$ cat src/rtl/dezigzag.sv
`default_nettype none
// ============================================================================
//  Module   : dezigzag
//  Purpose  : Inverse zigzag reorder for the JPEG decode path. Accepts
//             coefficient pairs in zigzag order and emits each 8x8 block in
//             raster order, one 8-coefficient row per beat. Two 64-entry
//             flop banks ping-pong so one block fills while the other drains.
//  Revision : 1.0 - initial release
// ============================================================================
module dezigzag #(
  parameter int QW = 15
) (
  input  logic               clk,
  input  logic               resetn,
  input  logic [1:0][QW-1:0] d,
  input  logic [4:0]         d_cnt,
  input  logic               d_valid,
  output logic               d_hold,
  output logic [7:0][QW-1:0] q,
  output logic [2:0]         q_cnt,
  output logic               q_valid,
  input  logic               q_hold
);

  // Zigzag index to raster index (standard JPEG scan order).
  function automatic logic [5:0] dz(input logic [5:0] k);
    logic [5:0] r;
    case (k)
      6'd0:  r = 6'd0;
      6'd1:  r = 6'd1;
      6'd2:  r = 6'd8;
      6'd3:  r = 6'd16;
      6'd4:  r = 6'd9;
      6'd5:  r = 6'd2;
      6'd6:  r = 6'd3;
      6'd7:  r = 6'd10;
      6'd8:  r = 6'd17;
      6'd9:  r = 6'd24;
      6'd10: r = 6'd32;
      6'd11: r = 6'd25;
      6'd12: r = 6'd18;
      6'd13: r = 6'd11;
      6'd14: r = 6'd4;
      6'd15: r = 6'd5;
      6'd16: r = 6'd12;
      6'd17: r = 6'd19;
      6'd18: r = 6'd26;
      6'd19: r = 6'd33;
      6'd20: r = 6'd40;
      6'd21: r = 6'd48;
      6'd22: r = 6'd41;
      6'd23: r = 6'd34;
      6'd24: r = 6'd27;
      6'd25: r = 6'd20;
      6'd26: r = 6'd13;
      6'd27: r = 6'd6;
      6'd28: r = 6'd7;
      6'd29: r = 6'd14;
      6'd30: r = 6'd21;
      6'd31: r = 6'd28;
      6'd32: r = 6'd35;
      6'd33: r = 6'd42;
      6'd34: r = 6'd49;
      6'd35: r = 6'd56;
      6'd36: r = 6'd57;
      6'd37: r = 6'd50;
      6'd38: r = 6'd43;
      6'd39: r = 6'd36;
      6'd40: r = 6'd29;
      6'd41: r = 6'd22;
      6'd42: r = 6'd15;
      6'd43: r = 6'd23;
      6'd44: r = 6'd30;
      6'd45: r = 6'd37;
      6'd46: r = 6'd44;
      6'd47: r = 6'd51;
      6'd48: r = 6'd58;
      6'd49: r = 6'd59;
      6'd50: r = 6'd52;
      6'd51: r = 6'd45;
      6'd52: r = 6'd38;
      6'd53: r = 6'd31;
      6'd54: r = 6'd39;
      6'd55: r = 6'd46;
      6'd56: r = 6'd53;
      6'd57: r = 6'd60;
      6'd58: r = 6'd61;
      6'd59: r = 6'd54;
      6'd60: r = 6'd47;
      6'd61: r = 6'd55;
      6'd62: r = 6'd62;
      default: r = 6'd63;
    endcase
    return r;
  endfunction

  // Block pointers: bit 0 selects the bank, bit 1 distinguishes full/empty.
  logic [1:0]         wptr_q, wptr_d;
  logic [1:0]         rptr_q, rptr_d;
  logic [2:0]         rd_row_q, rd_row_d;

  // Output row register.
  logic [7:0][QW-1:0] q_q, q_d;
  logic [2:0]         q_cnt_q, q_cnt_d;
  logic               q_valid_q, q_valid_d;

  // Coefficient storage, addressed by raster index.
  logic [QW-1:0]      bank_q [2][64];
  logic [QW-1:0]      bank_d [2][64];

  logic               full;
  logic               empty;
  logic               wr_en;
  logic               load;
  logic [5:0]         wr_addr0;
  logic [5:0]         wr_addr1;

  // Occupancy flags and handshake decisions, all from registered state.
  always_comb begin
    full     = (wptr_q[1] != rptr_q[1]) && (wptr_q[0] == rptr_q[0]);
    empty    = (wptr_q == rptr_q);
    wr_en    = d_valid && !full;
    load     = !empty && (!q_valid_q || !q_hold);
    wr_addr0 = dz({d_cnt, 1'b0});
    wr_addr1 = dz({d_cnt, 1'b1});
  end

  assign d_hold  = full;
  assign q       = q_q;
  assign q_cnt   = q_cnt_q;
  assign q_valid = q_valid_q;

  // Pointer, row counter and output-valid next state.
  always_comb begin
    wptr_d    = wptr_q;
    rptr_d    = rptr_q;
    rd_row_d  = rd_row_q;
    q_cnt_d   = q_cnt_q;
    q_valid_d = q_valid_q;

    // Block boundaries are taken from d_cnt alone.
    if (wr_en && (d_cnt == 5'd31)) begin
      wptr_d = wptr_q + 2'd1;
    end

    if (load) begin
      q_cnt_d   = rd_row_q;
      q_valid_d = 1'b1;
      rd_row_d  = rd_row_q + 3'd1;
      if (rd_row_q == 3'd7) begin
        rptr_d = rptr_q + 2'd1;
      end
    end else if (!q_hold) begin
      q_valid_d = 1'b0;
    end
  end

  // Bank write of the accepted coefficient pair into the fill bank.
  always_comb begin
    bank_d = bank_q;
    if (wr_en) begin
      bank_d[wptr_q[0]][wr_addr0] = d[0];
      bank_d[wptr_q[0]][wr_addr1] = d[1];
    end
  end

  // Output row data: next raster row of the drain bank on load, else hold.
  always_comb begin
    q_d = q_q;
    if (load) begin
      for (int i = 0; i < 8; i++) begin
        q_d[i] = bank_q[rptr_q[0]][{rd_row_q, 3'(i)}];
      end
    end
  end

  // Control state registers with synchronous active-low reset.
  always_ff @(posedge clk) begin
    if (!resetn) begin
      wptr_q    <= 2'd0;
      rptr_q    <= 2'd0;
      rd_row_q  <= 3'd0;
      q_cnt_q   <= 3'd0;
      q_valid_q <= 1'b0;
    end else begin
      wptr_q    <= wptr_d;
      rptr_q    <= rptr_d;
      rd_row_q  <= rd_row_d;
      q_cnt_q   <= q_cnt_d;
      q_valid_q <= q_valid_d;
    end
  end

  // Data registers carry no reset; contents are meaningless until written.
  always_ff @(posedge clk) begin
    bank_q <= bank_d;
    q_q    <= q_d;
  end

endmodule
`default_nettype wire

$ cat config.mk
export PLATFORM = sky130hd
export DESIGN_NAME = dezigzag
export DESIGN_NICKNAME = d
export VERILOG_FILES = /design/src/rtl/dezigzag.sv
export SDC_FILE = /design/constraint.sdc
export NUM_CORES = 2
export LEC_CHECK = 0
export CORE_ASPECT_RATIO = 0.9
export CORE_MARGIN = 4
export CORE_UTILIZATION = 38
export CTS_CLUSTER_SIZE = 30
export DETAILED_ROUTE_END_ITERATION = 16
export PLACE_DENSITY = 0.6
export SLEW_MARGIN = 15
export SYNTH_ARGS = -nofsm -noshare
export SYNTH_HDL_FRONTEND = slang
export SYNTH_SLANG_ARGS = --single-unit
$ cat constraint.sdc
create_clock -name clk -period 5.3 [get_ports clk]
set_clock_uncertainty 0.15 [all_clocks]
set_input_delay 0.53 -clock clk [delete_from_list [all_inputs] [get_ports clk]]
set_output_delay 0.53 -clock clk [all_outputs]
set_load 0.005 [all_outputs]
==> reports/metrics.csv <==
stage,metric,value,unit
detailed_routing,vias,67100,
logic_synthesis,avgSynthCellArea,16.0,µm²
logic_synthesis,synth_xor_area_share,0.0615,%
logic_synthesis,synth_fp_nets,6272,
detailed_routing,initialDrtViolationCount,10800,
job,drv_cap,0,
die,io_pins,164,
cts,h-tree-depth,4,
cts,cts_sinks,2051,
cts,clk_latency,0.93,ns
logic_synthesis,synth.ff_latch_count,2051,
grt,track_usage,26.9,%
grt,use_met3,7.90,%
power,clockPowerShare,42.5,%
grt,antenna_found_initial,41,
die,core-area,261000,µm²
cts,clk_pin_slew,0.06,ns
logic_synthesis,synth_fa_ha_area_share,0.125,%
die,die_h,494,µm
die,die_x,548,µm
timing,period_needed,4.49,ns
logic_synthesis,synth-simple-area-share,6.90,%
grt,grt_overflow,0,
placement,place.gp.congestion,0.938,
finish,area_growth_syn_to_layout,13.6,%
timing,setup_viol,0,
cts,post_cts_buffers,0,
logic_synthesis,synth_top_family_by_area,compound AO/OA/AOI/OAI gates,
timing,timing.fmax,223,MHz
cts,root_buffer,clkbuf_16,
power,switching_share,24.5,%
placement,io_buffers,163,
die,start_util,38.2,%
placement,place_hpwl,237,mm
finish,fin_area,113000,µm²
worst_setup_path,path_class,primary input to register,
cts,cts.path.max_buffers,4,
logic_synthesis,ys_warn_count,0,
detailed_routing,firstDrtPassIters,6,
grt,grt_first_pass_wirelength,518,mm
timing,max_slew_margin,22.2,%
finish,drive_gt1_share,26.3,%
placement,dpl_cell_area,107000,µm²
power,power.density,308,nW/µm²
logic_synthesis,netlist-cell-type-count,97,
worst_setup_path,cp-start-kind,primary input,
grt,use_met1,37.7,%
timing,tightest_slew,1.17,ns
grt,use_met2,39.9,%
timing,fin_setup_tns,0,ns
power,vdd_drop_max,0.000282,V
worst_setup_path,ff2ff_setup_slack,1.63,ns
cts,cts_buffers,219,
logic_synthesis,synthMuxAreaShare,13.6,%
logic_synthesis,synth_compound_area_share,13.9,%
detailed_routing,drc,0,
worst_setup_path,cp_max_fo,15,
die,num_rows,178,
run_status,outcome,finished clean,
logic_synthesis,yosys.area.top_type,edfxtp_1,
placement,pre_cts_ws,0.101,ns
finish,num-nets-final,6271,
timing,fin_ws,0.812,ns
timing,drv_slew,0,
grt,grt_max_degree,101,
power,p_leak,36.2,nW
logic_synthesis,synth_edf_count,2040,
logic_synthesis,syn_area,99700,µm²
power,p_sw,0.00855,W
detailed_routing,avgViaCountPerCell,6.78,
worst_setup_path,worst_setup_path_end_kind,register,
power,internal_power,0.0264,W
grt,first_global_vias,64000,
cts,cts_tree,built,
timing,fin_crit_sh,84.7,%
timing,hold_slack,0.0479,ns
detailed_routing,ant_nets,0,
logic_synthesis,synth_flop_cell,edfxtp_1,
grt,grt-busiest-layer,met2,
power,combinationalPowerShare,6.9,%
hold_path,holdCritPathClass,primary input to register,
logic_synthesis,synthCells,6223,
timing,hold_viol,0,
timing,rsz0062_at_grt,false,
detailed_routing,wl_per_cell,37.8,µm
detailed_routing,finalWirelength,374,mm
die,fp.dieArea,271000,µm²
power,power,0.0349,W
logic_synthesis,synthArstFlopShare,0,%
worst_setup_path,crit_arrival,5.10,ns
logic_synthesis,ys_seq_area_share,61.7,%
logic_synthesis,synth_area_leaders,"edfxtp_1, mux4_2, a32o_1",
power,p_seq_share,50.6,%
logic_synthesis,synth_top_area_share,61.4,%
worst_setup_path,cp_data_required_time,5.91,ns
[timing repair]
item,4_1_cts,5_1_grt
endpoints found under the hold margin,17,0
hold buffers,2,0
resized for setup,0,0
[cell type report]
cell class | count | area [µm²]
flip-flops and latches | 2051 | 61500
well taps | 3510 | 4390
multi-input cells | 3273 | 35000
fillers | 22900 | 148000
clock buffers | 272 | 5680
repair buffers | 670 | 5680
clock inverters | 111 | 1020
inverters | 7 | 31.3
diodes | 7 | 17.5
[flip-flops by register name (all words and copies together), names as in the netlist]
signal	cells
wptr_q	2
q	120
rptr_q	2
rd_row_q	3
bank_q	1920
q_cnt	3
q_valid	1
[cells in the mapped netlist, types with 39 or more instances]
| cell | instances |
|---|---|
| and2_1 | 221 |
| mux4_2 | 601 |
| nor3_1 | 75 |
| clkbuf_1 | 640 |
| a22o_1 | 443 |
| o22ai_1 | 40 |
| nor2_1 | 103 |
| a32o_1 | 474 |
| nand2_1 | 104 |
| edfxtp_1 | 2040 |
| o2bb2ai_1 | 332 |
| nor2_2 | 39 |
| o21ai_0 | 48 |
| and3_1 | 398 |
| buf_2 | 174 |
| buf_1 | 41 |
[worst paths after layout]
| path | startpoint | endpoint | depth (start not counted) |
|---|---|---|---|
| worst min-delay path | d[24] | bank_q[1719]$_DFFE_PP_ | 2 |
| worst min register to register | q_cnt[1]$_SDFFE_PN0P_ | q_cnt[1]$_SDFFE_PN0P_ | 2 |
| worst max register to register | wptr_q[0]$_SDFFE_PN0P_ | bank_q[469]$_DFFE_PP_ | 8 |
| worst max-delay path | d_cnt[0] | bank_q[1198]$_DFFE_PP_ | 11 |
[through the flow]
step / util (%) / cells
floorplan: - / 6223
global placement: 40.8 / 9509
detailed placement: 40.8 / 9509
CTS: 43.3 / 9894
global route: 43.4 / 9894
finish: 43.4 / 9901
[layer usage]
layer,vias to the layer above,routed length (µm)
met1,35200,143000
met5,-,130
met4,20,16100
met3,806,50700
li1,26100,-
met2,5021,164000
[layout by cell type (no fill, tap or decap), types with 53 or more instances in the layout]
| cell type | instances |
|---|---|
| nor2_1 | 100 |
| and2_1 | 221 |
| and3_1 | 397 |
| a32o_1 | 474 |
| a22o_1 | 443 |
| nor3_2 | 63 |
| clkdlybuf4s50_1 | 132 |
| edfxtp_1 | 2040 |
| clkbuf_16 | 219 |
| buf_4 | 499 |
| mux4_2 | 601 |
| o2bb2ai_1 | 332 |
| nand2_1 | 104 |
| clkbuf_1 | 53 |
[cell families (layout without fill, tap and decap cells)]
family	after synthesis	in the layout
xor+xnor	7	7
other cells	0	7
mux	604	604
compound gates	1545	1545
simple gates	1107	1107
buf+inv	899	1060
fa+ha+maj	10	10
flops	2051	2051
[critical path: stages]
cell and delay, ns:
clkdlybuf4s50_1 0.74, inv_1 0.19, ha_1 0.38, mux2_1 0.33, o221ai_2 0.36, a2bb2oi_2 0.57
nand2_1 0.42, buf_4 0.31, nor3_1 0.72, buf_4 0.37, and2_1 0.15
[power groups by stage]
stage / Combinational, W / Sequential [W] / Clock, W
detailed placement: 0.00232 / 0.0180 / 0
CTS: 0.00232 / 0.0177 / 0.0149
global route: 0.00243 / 0.0177 / 0.0156
global placement: 0.00229 / 0.0180 / 0
floorplan: 0.00119 / 0.0180 / 0
finish: 0.00242 / 0.0177 / 0.0148
No activity file was read; power rests on OpenSTA's default activity.
